`src/rtl/mac_arb_pkg.sv`:
```
// rtl/mac_arb_pkg.sv - shared constants, stage record and saturation helper for mac_arbiter
package mac_arb_pkg;

   localparam int NUM_REQ_DEF = 4;
   localparam int LATENCY_DEF = 2;

   localparam int A_IN_W   = 17;
   localparam int B_W      = 16;
   localparam int RSP_W    = 16;
   localparam int ID_MAX_W = 3;

   typedef struct packed {
      logic                valid;
      logic [ID_MAX_W-1:0] id;
      logic [RSP_W-1:0]    data;
   } stage_t;

   // Clamp a 17-bit two's-complement value into the 16-bit signed range.
   function automatic logic [15:0] sat16(input logic [16:0] x);
      logic [15:0] r;
      if (x[16] != x[15]) begin
         r = x[16] ? 16'h8000 : 16'h7FFF;
      end else begin
         r = x[15:0];
      end
      return r;
   endfunction

endpackage

```
`src/rtl/mac_pipe.sv`:
```
// rtl/mac_pipe.sv - LATENCY-deep signed x unsigned multiplier with valid/id sideband
module mac_pipe
   import mac_arb_pkg::*;
#(
   parameter int LATENCY = LATENCY_DEF,
   parameter int ID_W    = 2
) (
   input  logic             clk,
   input  logic             rst,
   input  logic             in_valid,
   input  logic [ID_W-1:0]  in_id,
   input  logic [15:0]      in_a,
   input  logic [15:0]      in_b,
   output logic             out_valid,
   output logic [ID_W-1:0]  out_id,
   output logic [RSP_W-1:0] out_data,
   output logic             busy
);

   // With LATENCY 1 the product register is the only stage; otherwise an
   // operand register sits in front of it, as the DSP block expects.
   localparam int NST = (LATENCY > 1) ? LATENCY - 1 : 1;

   logic              mul_valid;
   logic [ID_W-1:0]   mul_id;
   logic [15:0]       mul_a;
   logic [15:0]       mul_b;
   logic              in_busy;
   logic signed [31:0] prod;
   logic              unused_prod_lo;
   logic              unused_id_hi;

   stage_t st_q [NST];

   generate
      if (LATENCY > 1) begin : g_in_reg
         logic            valid_q;
         logic [ID_W-1:0] id_q;
         logic [15:0]     a_q;
         logic [15:0]     b_q;

         // Operand register; sideband and operands only load on a valid issue.
         always_ff @(posedge clk) begin
            if (rst) begin
               valid_q <= 1'b0;
               id_q    <= '0;
               a_q     <= '0;
               b_q     <= '0;
            end else begin
               valid_q <= in_valid;
               if (in_valid) begin
                  id_q <= in_id;
                  a_q  <= in_a;
                  b_q  <= in_b;
               end
            end
         end

         assign mul_valid = valid_q;
         assign mul_id    = id_q;
         assign mul_a     = a_q;
         assign mul_b     = b_q;
         assign in_busy   = valid_q;
      end else begin : g_no_in_reg
         assign mul_valid = in_valid;
         assign mul_id    = in_id;
         assign mul_a     = in_a;
         assign mul_b     = in_b;
         assign in_busy   = 1'b0;
      end
   endgenerate

   // The full product always fits in 32 signed bits, so the high half is an
   // arithmetic floor of (a*b)/65536.
   assign prod = $signed({{16{mul_a[15]}}, mul_a}) * $signed({16'h0000, mul_b});
   assign unused_prod_lo = ^prod[15:0];

   // Product register followed by plain delay stages; id/data hold when idle.
   always_ff @(posedge clk) begin
      if (rst) begin
         for (int j = 0; j < NST; j++) begin
            st_q[j] <= '0;
         end
      end else begin
         st_q[0].valid <= mul_valid;
         if (mul_valid) begin
            st_q[0].id   <= ID_MAX_W'(mul_id);
            st_q[0].data <= prod[31:16];
         end
         for (int j = 1; j < NST; j++) begin
            st_q[j].valid <= st_q[j-1].valid;
            if (st_q[j-1].valid) begin
               st_q[j].id   <= st_q[j-1].id;
               st_q[j].data <= st_q[j-1].data;
            end
         end
      end
   end

   assign out_valid    = st_q[NST-1].valid;
   assign out_id       = st_q[NST-1].id[ID_W-1:0];
   assign out_data     = st_q[NST-1].data;
   assign unused_id_hi = ^st_q[NST-1].id;

   // Pipeline occupancy across the operand register and every product stage.
   always_comb begin
      busy = in_busy;
      for (int j = 0; j < NST; j++) begin
         busy = busy | st_q[j].valid;
      end
   end

endmodule

```
`src/rtl/mac_arbiter.sv`:
```
// rtl/mac_arbiter.sv - round-robin front end sharing one multiplier; MAC_ARB_SAT_EN enables 17->16 bit operand saturation
module mac_arbiter
   import mac_arb_pkg::*;
#(
   parameter int NUM_REQ = NUM_REQ_DEF,
   parameter int LATENCY = LATENCY_DEF,
   parameter int ID_W    = $clog2(NUM_REQ)
) (
   input  logic                      clk,
   input  logic                      rst,
   input  logic [NUM_REQ-1:0]        req_valid,
   input  logic [NUM_REQ*A_IN_W-1:0] req_a,
   input  logic [NUM_REQ*B_W-1:0]    req_b,
   output logic [NUM_REQ-1:0]        req_ready,
   output logic                      rsp_valid,
   output logic [ID_W-1:0]           rsp_id,
   output logic [RSP_W-1:0]          rsp_data,
   output logic                      busy
);

   logic [ID_W-1:0]   ptr_q;
   logic [ID_W-1:0]   ptr_d;
   logic [ID_W-1:0]   win_id;
   logic              xfer;
   logic [A_IN_W-1:0] a_sel;
   logic [B_W-1:0]    b_sel;
   logic [15:0]       a_iss;

   // Rotating-priority search: first valid requester at or after ptr_q wins.
   always_comb begin
      logic [ID_W:0]   sum;
      logic [ID_W-1:0] idx;
      req_ready = '0;
      xfer      = 1'b0;
      win_id    = '0;
      a_sel     = '0;
      b_sel     = '0;
      sum       = '0;
      idx       = '0;
      for (int k = 0; k < NUM_REQ; k++) begin
         sum = {1'b0, ptr_q} + (ID_W+1)'(k);
         if (sum >= (ID_W+1)'(NUM_REQ)) begin
            sum = sum - (ID_W+1)'(NUM_REQ);
         end
         idx = sum[ID_W-1:0];
         if (!xfer && req_valid[idx]) begin
            xfer           = 1'b1;
            req_ready[idx] = 1'b1;
            win_id         = idx;
            a_sel          = req_a[idx*A_IN_W +: A_IN_W];
            b_sel          = req_b[idx*B_W +: B_W];
         end
      end
   end

   // Next pointer: one past the winner, wrapping at NUM_REQ; hold when idle.
   always_comb begin
      ptr_d = ptr_q;
      if (xfer) begin
         if (win_id == ID_W'(NUM_REQ - 1)) begin
            ptr_d = '0;
         end else begin
            ptr_d = win_id + ID_W'(1);
         end
      end
   end

   // Pointer register; reset overrides any transfer seen in the same cycle.
   always_ff @(posedge clk) begin
      if (rst) begin
         ptr_q <= '0;
      end else begin
         ptr_q <= ptr_d;
      end
   end

`ifdef MAC_ARB_SAT_EN
   assign a_iss = sat16(a_sel);
`else
   logic unused_a_msb;
   assign a_iss        = a_sel[15:0];
   assign unused_a_msb = a_sel[16];
`endif

   mac_pipe #(
      .LATENCY (LATENCY),
      .ID_W    (ID_W)
   ) u_pipe (
      .clk       (clk),
      .rst       (rst),
      .in_valid  (xfer),
      .in_id     (win_id),
      .in_a      (a_iss),
      .in_b      (b_sel),
      .out_valid (rsp_valid),
      .out_id    (rsp_id),
      .out_data  (rsp_data),
      .busy      (busy)
   );

endmodule
```
`config.mk`:
```
export PLATFORM = sky130hd
export DESIGN_NAME = mac_arbiter
export DESIGN_NICKNAME = d
export VERILOG_FILES = /design/src/rtl/mac_arb_pkg.sv /design/src/rtl/mac_pipe.sv /design/src/rtl/mac_arbiter.sv
export SDC_FILE = /design/constraint.sdc
export NUM_CORES = 1
export LEC_CHECK = 0
export CORE_UTILIZATION = 60
export CTS_CLUSTER_SIZE = 16
export DETAILED_ROUTE_END_ITERATION = 8
export HOLD_SLACK_MARGIN = 0.03
export PLACE_DENSITY = 0.84
export RECOVER_POWER = 25
export REMOVE_ABC_BUFFERS = 1
export SETUP_SLACK_MARGIN = 0.05
export SYNTH_ARGS = -nofsm -noshare
export SYNTH_HDL_FRONTEND = slang
export SYNTH_SLANG_ARGS = --single-unit
```
`constraint.sdc`:
```
create_clock -name clk -period 13.6 [get_ports clk]
set_input_delay 2.72 -clock clk [delete_from_list [all_inputs] [get_ports clk]]
set_output_delay 2.72 -clock clk [all_outputs]
set_load 0.01 [all_outputs]
```
* Word-level counts from Yosys, hierarchy flattened
Memories as Yosys holds them, arrays and structs flattened. Cells that the tools add are included.
Word-level totals: bits in registers 37, latch bits 0, RAM bits 19, ROM bits 0, bits of input ports 138, output and inout port bits 24, word-level logic and storage cells 104, memories 1
Memory list:
- u_pipe.st_q | words 1, width 19, read ports 1, clocked after Yosys merged registers in 0, write ports 3, line mac_pipe.sv:33 | stage_t st_q [NST];
Operators by class: $add $sub $neg 8, $mul 5, divide/modulo/power cells 0, $lt $le $gt $ge 12, equal/unequal tests 1, shifts and indexed selects 8, mux-type cells 49, bitwise gates (word level) 4, reduce and logical (&&, ||, !) cells 11
Operators by type and width (number):
- $shiftx A68 B8 Y16 | 4
- $shiftx A64 B7 Y16 | 4
- $mux W16 | 8
- $mul A16 B17 Y32 | 1
- $mul A2 B5 Y7 const B | 4
- $mux W2 | 10
- $mux W19 | 1
- $reduce_or A19 Y1 | 1
- $mux W1 | 18
- $mux W4 | 4
- $lt A2 B3 Y1 const B | 4
- $or A4 B4 Y4 | 3
- $ge A3 B3 Y1 const B | 3
- $bmux W1 S2 | 4
- $demux W1 S2 | 4
- $ge A2 B1 Y1 const B | 4
- $sub A2 B1 Y2 const B | 4
- $logic_and A1 B1 Y1 | 7
- $add A2 B2 Y3 const B | 2
- $add A2 B1 Y3 const B | 1
- $ge A2 B3 Y1 const B | 1
- $logic_not A1 Y1 | 3
- $add A2 B1 Y2 const B | 1
- $eq A2 B2 Y1 const B | 1
- $or A1 B1 Y1 | 1

* Longest topological paths before layout
Gate-level depths: netlist of run 1.
word-level depth 16, mapped depth 22, depth with buffers taken out 19

* Hierarchy
Synthesis of run 1 repeated with hierarchy kept, for this count alone.
Second synthesis, totals: cells, all modules 1668, area, all modules 14924.3 sq um
Modules (own cells, without submodules):
- mac_pipe | instances 1, cells an instance 1191, area an instance 10635.2 sq um, sequential area each 1261.2 sq um
- mac_arbiter | instances 1, cells an instance 477, area an instance 4289.1 sq um, sequential area each 40.0 sq um

* Least setup slack after synthesis of run 1
OpenSTA, ideal clock, no wires.
kind input -> output, from input port req_valid[2], to output port req_ready[0], arrival 4.342 ns, data required time 10.880 ns, setup slack 6.538 ns, stages on the path 7, path buffers 2, path through mux4_2 > buf_2 > nor3_2 > o21a_1 > buf_1 > a22oi_1 > o21ai_0
Between the ends: cells in the longest elaborated chain, start to end 12, elaborated cells between the ends (all ways) 24, those cells by class mux: 15; bitwise: 3; reduce/logical: 6
RTL lines:
- start, declared | line mac_arbiter.sv:11 | input logic [NUM_REQ-1:0] req_valid,
- $bmux W1 S2 | line mac_arbiter.sv:46 | if (!xfer && req_valid[idx]) begin
- $mux W1 (implied by the code) | line mac_arbiter.sv:46
- $mux W1 | line mac_arbiter.sv:46
- $logic_not A1 Y1 | line mac_arbiter.sv:46
- $logic_and A1 B1 Y1 | line mac_arbiter.sv:46
- $mux W1 | line mac_arbiter.sv:46
- $logic_not A1 Y1 | line mac_arbiter.sv:46
- $logic_and A1 B1 Y1 | line mac_arbiter.sv:46
- $mux W1 | line mac_arbiter.sv:46
- $logic_not A1 Y1 | line mac_arbiter.sv:46
- $logic_and A1 B1 Y1 | line mac_arbiter.sv:46
- $mux W4 (*) | line mac_arbiter.sv:46
- end, declared | line mac_arbiter.sv:14 | output logic [NUM_REQ-1:0] req_ready,
Every way passes the cells marked *; elsewhere a longest branch is shown, timed or not. The select of a mux whose other input is x is not followed.

* Worst setup path in the final report of run 1
from input port req_valid[1], to output port req_ready[2]
Same word-level chain as after synthesis.

==> results of run 1 <==
final cells by class:
| class | count | area, um2 | share of cell area, % |
|---|---|---|---|
| repair buffers | 165 | 1630 | 10.1 |
| inverters | 252 | 946 | 5.87 |
| well taps | 319 | 399 | 2.48 |
| flip-flops and latches | 56 | 1310 | 8.10 |
| clock buffers | 8 | 179 | 1.11 |
| multi-input cells | 1150 | 11700 | 72.4 |
how the worst min path moves through the flow:
stage | to | startpoint | cells after the start | slack, ns
global route | u_pipe.g_in_reg.id_q[1] | u_pipe.g_in_reg.id_q[1] | 2 | 0.62
global placement | u_pipe.g_in_reg.id_q[1] | u_pipe.g_in_reg.id_q[1] | 2 | 0.57
CTS | u_pipe.g_in_reg.id_q[1] | u_pipe.g_in_reg.id_q[1] | 2 | 0.62
detailed placement | u_pipe.g_in_reg.id_q[1] | u_pipe.g_in_reg.id_q[1] | 2 | 0.59
finish | u_pipe.g_in_reg.id_q[1] | u_pipe.g_in_reg.id_q[1] | 2 | 0.61
floorplan | u_pipe.g_in_reg.id_q[1] | u_pipe.g_in_reg.id_q[1] | 2 | 0.45
power by group through the flow:
| stage | clock network [mW] | registers, mW | logic, mW |
|---|---|---|---|
| 6_report | 0.158 | 0.528 | 3.51 |
| 5_1_grt | 0.167 | 0.533 | 3.99 |
| 3_3_place_gp | 0 | 0.508 | 3.33 |
| 2_1_floorplan | 0 | 0.453 | 2.67 |
| 3_5_place_dp | 0 | 0.515 | 3.45 |
| 4_1_cts | 0.159 | 0.513 | 3.49 |
cells in the final DEF, fill, tap and decap left out, types with 3 or more instances in the layout:
cell             Yosys  final
ha_1               118    117
o21ai_0             29     29
a221o_1             14     14
a21oi_1             74     74
or3_1                6      6
or2_2                5      4
o211ai_1             4      4
o22ai_1             33     33
nand2b_1            14     14
nand3_1              3      3
nor2_1              48     48
edfxtp_1            18     18
o221ai_1             5      5
o21a_1               8      8
clkbuf_16            0      7
nor2b_1              5      5
mux4_2              69     69
fa_1               193    193
a211oi_1            31     31
a21o_1              17     17
inv_1              251    251
dlygate4sd3_1        0     20
nand2_1            171    171
a32oi_1              4      4
and2_1             116    116
xnor2_1              7      7
dfxtp_1             38     37
nand4_1             10     10
a221oi_1            12     12
clkdlybuf4s50_1      0    137
buf_4                2      7
nor3_1              13     12
mux2i_1             80     80
a22oi_1             23     23
o21bai_1             7      7
cells by family (layout without fill, tap and decap cells):
group,after synthesis,after routing,synth area share (%)
DFF,56,56,9.08
and+or+nand+nor,400,400,13.6
xor gates and xnor gates,9,9,0.550
AOI/OAI and AO/OA,279,279,13.1
muxes,151,151,16.6
buffers and inverters,354,425,9.70
adders and majority gates,311,311,37.3
registers in the layout, indices dropped and copies added (netlist names):
signal / cells
ptr_q: 2
u_pipe.g_in_reg.a_q: 16
u_pipe.g_in_reg.b_q: 16
u_pipe.g_in_reg.id_q: 2
u_pipe.g_in_reg.valid_q: 1
u_pipe.st_q: 19
metal layers:
layer | GRT usage, % | up-vias | share of wire (%) | wire (um)
li1 | - | 5446 | - | -
met1 | 42.9 | 6072 | 39 | 14800
met3 | 4.35 | 130 | 8.5 | 3230
met4 | 13.5 | 0 | 3.7 | 1410
met2 | 55.1 | 699 | 49 | 18500
met5 | 0 | - | 0 | 0
tightest hold or removal path, stage by stage (launching register included):
cell and delay [ns]:
dfxtp_1 0.36, a21oi_1 0.15, nor2_1 0.05
stage by stage:
step	setup WS (ns)	cells	utilization [%]	power (mW)	hold slack (ns)
floorplan	1.61	1458	-	3.12	0.448
global placement	4.73	1942	67.9	3.84	0.574
detailed placement	4.71	1942	67.9	3.97	0.594
CTS	4.69	1950	68.7	4.16	0.615
global route	4.45	1950	68.7	4.69	0.619
finish	4.63	1950	68.7	4.19	0.610
==> impl_metrics.env, run 1 <==
export IMPL_swShare_pct=56.1
export IMPL_core_area_mm2=0.0235
export IMPL_avgSynthCellArea_um2=9.18
export IMPL_numCtsBuffers=5
export IMPL_ys_top_cells_by_area="fa_1, mux4_2, ha_1, inv_1, mux2i_1"
export IMPL_critPathRequiredTime_ns=10.88
export IMPL_fin_area_mm2=0.0161
export IMPL_period_share_pct=66.0
export IMPL_start_util_pct=61.0
export IMPL_grt_ovfl_total=0
export IMPL_yosys_top_cells_count="inv_1, fa_1, nand2_1, ha_1, and2_1"
export IMPL_area_delta_synth_final_pct=12.5
export IMPL_ys_ff_latch=56
export IMPL_yosysMostFrequentCell="inv_1"
export IMPL_ys_seq_area_share_pct=9.08
export IMPL_grt_pass1_wl_mm=63.2
export IMPL_dp_hpwl_mm=28.9
export IMPL_slowest_delay_ns=0.80
export IMPL_insertion_delay_ns=0.32
export IMPL_hold_viol_final=0
export IMPL_cp_endpoint="req_ready[2]"
export IMPL_portBuffers=157
export IMPL_path_buf_inv=2
export IMPL_fin_nets=2079
export IMPL_cp_max_fo=32
export IMPL_vdd_drop_max_mv=0.160
export IMPL_critPathMostFrequentCell="clkdlybuf4s50_1"
export IMPL_synthDistinctLibCells=58
export IMPL_placed_area_mm2=0.0159
export IMPL_cp_num_cells=7
export IMPL_synth_area_mm2=0.0143
export IMPL_drive_above_1_share_pct=6.25
export IMPL_violations="capacitance limit, slew limit"
export IMPL_async_flop_share_pct=0
export IMPL_fin_setup_tns_ns=0
export IMPL_synth_main_ff_cell="dfxtp_1"
export IMPL_slowest_stage="mux4_2"
export IMPL_cp_top_family="buffers and inverters"
export IMPL_vias_per_cell=6.33
export IMPL_rr_endpoint="u_pipe.st_q[0][9]"
export IMPL_p_comb_share_pct=83.6
export IMPL_yosys_area_top_type="fa_1"
export IMPL_post_cts_buffers=0
export IMPL_rsz0062_at_grt="no"
export IMPL_cap_violations=1
export IMPL_crit_chain="clkdlybuf4s50_1 -> mux4_2 -> nor3_2 -> o21a_1 -> a22oi_1 -> o21ai_0 -> clkdlybuf4s50_1"
export IMPL_n_fill_cell=1799
export IMPL_routed_wl_mm=37.9
export IMPL_power_density_mw_per_mm2=260
export IMPL_slew_viol_final=40
export IMPL_fp_row_count=56
export IMPL_cp_end_kind="primary output"
export IMPL_grt_pass1_vias=12805
export IMPL_path_clk_slew_ns=0.06
export IMPL_p_seq_share_pct=12.6
export IMPL_die_area_mm2=0.0245
export IMPL_cts_tree="built"
export IMPL_io_pins=162
export IMPL_wl_per_cell_um=19.5
export IMPL_antenna_found_initial=0
export IMPL_clock_sinks=56
export IMPL_r2r_start="u_pipe.g_in_reg.b_q[7]"
export IMPL_drc=0
export IMPL_die_h_um=157
export IMPL_grt_max_degree=78
export IMPL_synthCells=1560
export IMPL_setup_viol=0
export IMPL_skew_ns=0.0209
export IMPL_postCtsHoldBufs=0
export IMPL_internal_power_mw=1.84
export IMPL_cts_buffer_depth=2
export IMPL_p_sw_mw=2.35
export IMPL_first_pass_iters=5
export IMPL_layout_min_cycle_time_ns=8.97
export IMPL_antenna_left=0
export IMPL_globalplace_congestion=0.945
export IMPL_dieWidth_um=157
export IMPL_synth_edf_count=18
export IMPL_outcome="finished with violations"
export IMPL_tightest_slew_ns=2.08
export IMPL_maxSlewHeadroom_pct=-38.4
export IMPL_clockPowerShare_pct=3.8
export IMPL_reg2reg_depth=19
export IMPL_htreeDepth=2
export IMPL_num_antenna_cells=0
export IMPL_hold_path_class="register to register"
export IMPL_root_buffer="clkbuf_16"
export IMPL_drtIter0Drc=1008
export IMPL_ys_warn_count=0
export IMPL_leakagePower_nw=7.17
export IMPL_cts_resized=0
export IMPL_regToRegSetupSlack_ns=6.93
export IMPL_critPathLaunch="req_valid[1]"
export IMPL_globalRouteTotalUtil_pct=32.8
export IMPL_num_vias=12347
export IMPL_max_freq_mhz=111
export IMPL_worst_ep_arrival_time_ns=6.25
export IMPL_critical_path_class="input port to primary output"
export IMPL_worstSetupStartpointType="input port"
export IMPL_yosys_area_top_type_share_pct=27.0
No activity file was read; power rests on OpenSTA's default activity.
==> run 2, diff against run 1 <==
==> constraint.sdc (replaced) <==
create_clock -name clk -period 8.3 [get_ports clk]
set_input_delay 1.66 -clock clk [delete_from_list [all_inputs] [get_ports clk]]
set_output_delay 1.66 -clock clk [all_outputs]
set_load 0.01 [all_outputs]
==> run 2 against run 1 <==
Against the previous run: the run still ends with capacitance limit, slew limit left; wire length is 1.2% higher; sequential share of layout area is essentially flat; cell count grew 0.10%; critical endpoint unchanged; largest cell class unchanged; highest routed layer unchanged.
==> impl_metrics.env, run 2 (synthesis results as in run 1) <==
export IMPL_n_fill_cell=1789
export IMPL_hold_path_class="register to register"
export IMPL_crit_chain="clkdlybuf4s50_1 -> mux4_2 -> nor3_2 -> o21a_1 -> a22oi_1 -> o21ai_0 -> clkdlybuf4s50_1"
export IMPL_slowest_delay_ns=0.84
export IMPL_postCtsHoldBufs=0
export IMPL_skew_ns=0.0204
export IMPL_p_total_mw=6.89
export IMPL_antenna_left=0
export IMPL_power_density_mw_per_mm2=427
export IMPL_hold_start="u_pipe.g_in_reg.id_q[1]"
export IMPL_htreeDepth=2
export IMPL_regToRegSetupSlack_ns=1.64
export IMPL_die_h_um=157
export IMPL_final_common_cell="inv_1"
export IMPL_globalplace_congestion=0.955
export IMPL_clock_sinks=56
export IMPL_rsz0062_at_grt="no"
export IMPL_antenna_found_initial=0
export IMPL_largest_register_ffs=19
export IMPL_grt_pass1_vias=12755
export IMPL_die_area_mm2=0.0245
export IMPL_num_antenna_cells=0
export IMPL_regMostFlops="u_pipe.st_q"
export IMPL_reg_largest_list="u_pipe.st_q (19), u_pipe.g_in_reg.a_q (16), u_pipe.g_in_reg.b_q (16)"
export IMPL_drive_above_1_share_pct=6.43
export IMPL_slew_viol_final=40
export IMPL_hold_viol_final=0
export IMPL_grt_pass1_wl_mm=62.8
export IMPL_numCtsBuffers=5
export IMPL_area_delta_synth_final_pct=12.6
export IMPL_cts_buffer_depth=2
export IMPL_critPathRequiredTime_ns=6.64
export IMPL_start_util_pct=61.0
export IMPL_worst_ep_arrival_time_ns=5.36
export IMPL_violations="capacitance limit, slew limit"
export IMPL_r2r_start="u_pipe.g_in_reg.a_q[7]"
export IMPL_grt_ovfl_total=0
export IMPL_placed_area_mm2=0.0160
export IMPL_portBuffers=157
export IMPL_worstSetupStartpointType="input port"
export IMPL_internal_power_mw=3.01
export IMPL_rr_endpoint="u_pipe.st_q[0][9]"
export IMPL_globalRouteTotalUtil_pct=32.8
export IMPL_swShare_pct=56.3
export IMPL_outcome="finished with violations"
export IMPL_first_pass_iters=8
export IMPL_cp_max_fo=32
export IMPL_max_freq_mhz=142
export IMPL_path_clk_slew_ns=0.07
export IMPL_clockPowerShare_pct=3.7
export IMPL_fp_row_count=56
export IMPL_vias_per_cell=6.33
export IMPL_p_seq_share_pct=12.5
export IMPL_io_pins=162
export IMPL_cts_tree="built"
export IMPL_cap_violations=1
export IMPL_hold_end="u_pipe.g_in_reg.id_q[1]"
export IMPL_reg2reg_depth=17
export IMPL_dieWidth_um=157
export IMPL_vdd_drop_max_mv=0.345
export IMPL_critPathMostFrequentCell="clkdlybuf4s50_1"
export IMPL_insertion_delay_ns=0.32
export IMPL_slowest_stage="o21a_1"
export IMPL_critical_path_class="input port to primary output"
export IMPL_dp_hpwl_mm=29.4
export IMPL_core_area_mm2=0.0235
export IMPL_grt_max_degree=73
export IMPL_cp_end_kind="primary output"
export IMPL_layout_min_cycle_time_ns=7.02
export IMPL_period_share_pct=84.6
export IMPL_wl_per_cell_um=19.7
export IMPL_cts_resized=0
export IMPL_leakagePower_nw=7.18
export IMPL_post_cts_buffers=0
export IMPL_root_buffer="clkbuf_16"
export IMPL_setup_viol=0
export IMPL_final_cell_mix="inv_1, fa_1, nand2_1, clkdlybuf4s50_1, ha_1"
export IMPL_routed_wl_mm=38.4
export IMPL_fin_area_mm2=0.0161
export IMPL_fin_nets=2081
export IMPL_tightest_slew_ns=2.22
export IMPL_num_vias=12361
export IMPL_worstHoldPathCells=2
export IMPL_drc=0
export IMPL_p_sw_mw=3.88
export IMPL_maxSlewHeadroom_pct=-47.7
export IMPL_p_comb_share_pct=83.8
export IMPL_drtIter0Drc=841
[run 2: worst max-delay path by stage]
stage / depth (start not counted) / from / slack, ns / to
finish: 7 / req_valid[1] / 1.28 / req_ready[2]
global route: 7 / req_valid[1] / 1.15 / req_ready[1]
CTS: 7 / req_valid[1] / 1.37 / req_ready[3]
detailed placement: 7 / req_valid[1] / 1.38 / req_ready[2]
global placement: 7 / req_valid[1] / 1.45 / req_ready[1]
floorplan: 7 / ptr_q[0] / -2.63 / req_ready[0]
[run 2: metrics by stage]
step	cells	util, %	worst slack (ns)	TNS, ns	hold slack [ns]
global route	1952	68.7	1.15	0	0.624
detailed placement	1944	68.0	1.38	0	0.571
CTS	1952	68.7	1.37	0	0.604
floorplan	1458	-	-2.63	-82.55	0.448
finish	1952	68.7	1.28	0	0.611
global placement	1944	68.0	1.45	0	0.567
[run 2: layer usage]
metal	global-route usage [%]	part of all wire, %
met5	0	0
met4	13.5	3.6
met3	5.87	9.6
met2	56.1	49
met1	41.1	37
[run 2: final cells by class]
type	instances	area, um2	area share, %
clock buffers	7	164	1.02
clock inverters	1	8.76	0.0543
inverters	252	946	5.86
multi-input cells	1150	11700	72.3
flip-flops and latches	56	1310	8.09
well taps	319	399	2.47
repair buffers	167	1640	10.2
[run 2: worst max-delay path, delay by kind of cell]
kind                   cells  cell delay, ns
AO/OA/AOI/OAI              3            1.14
buffers and inverters      2            1.17
multiplexers               1            0.82
AND/OR/NAND/NOR            1            0.56
[run 2: power by group through the flow]
stage | Combinational, mW | Clock (mW) | Sequential, mW
floorplan | 4.37 | 0 | 0.742
global placement | 5.48 | 0 | 0.826
detailed placement | 5.69 | 0 | 0.836
CTS | 5.74 | 0.257 | 0.830
global route | 6.49 | 0.268 | 0.866
finish | 5.77 | 0.257 | 0.861
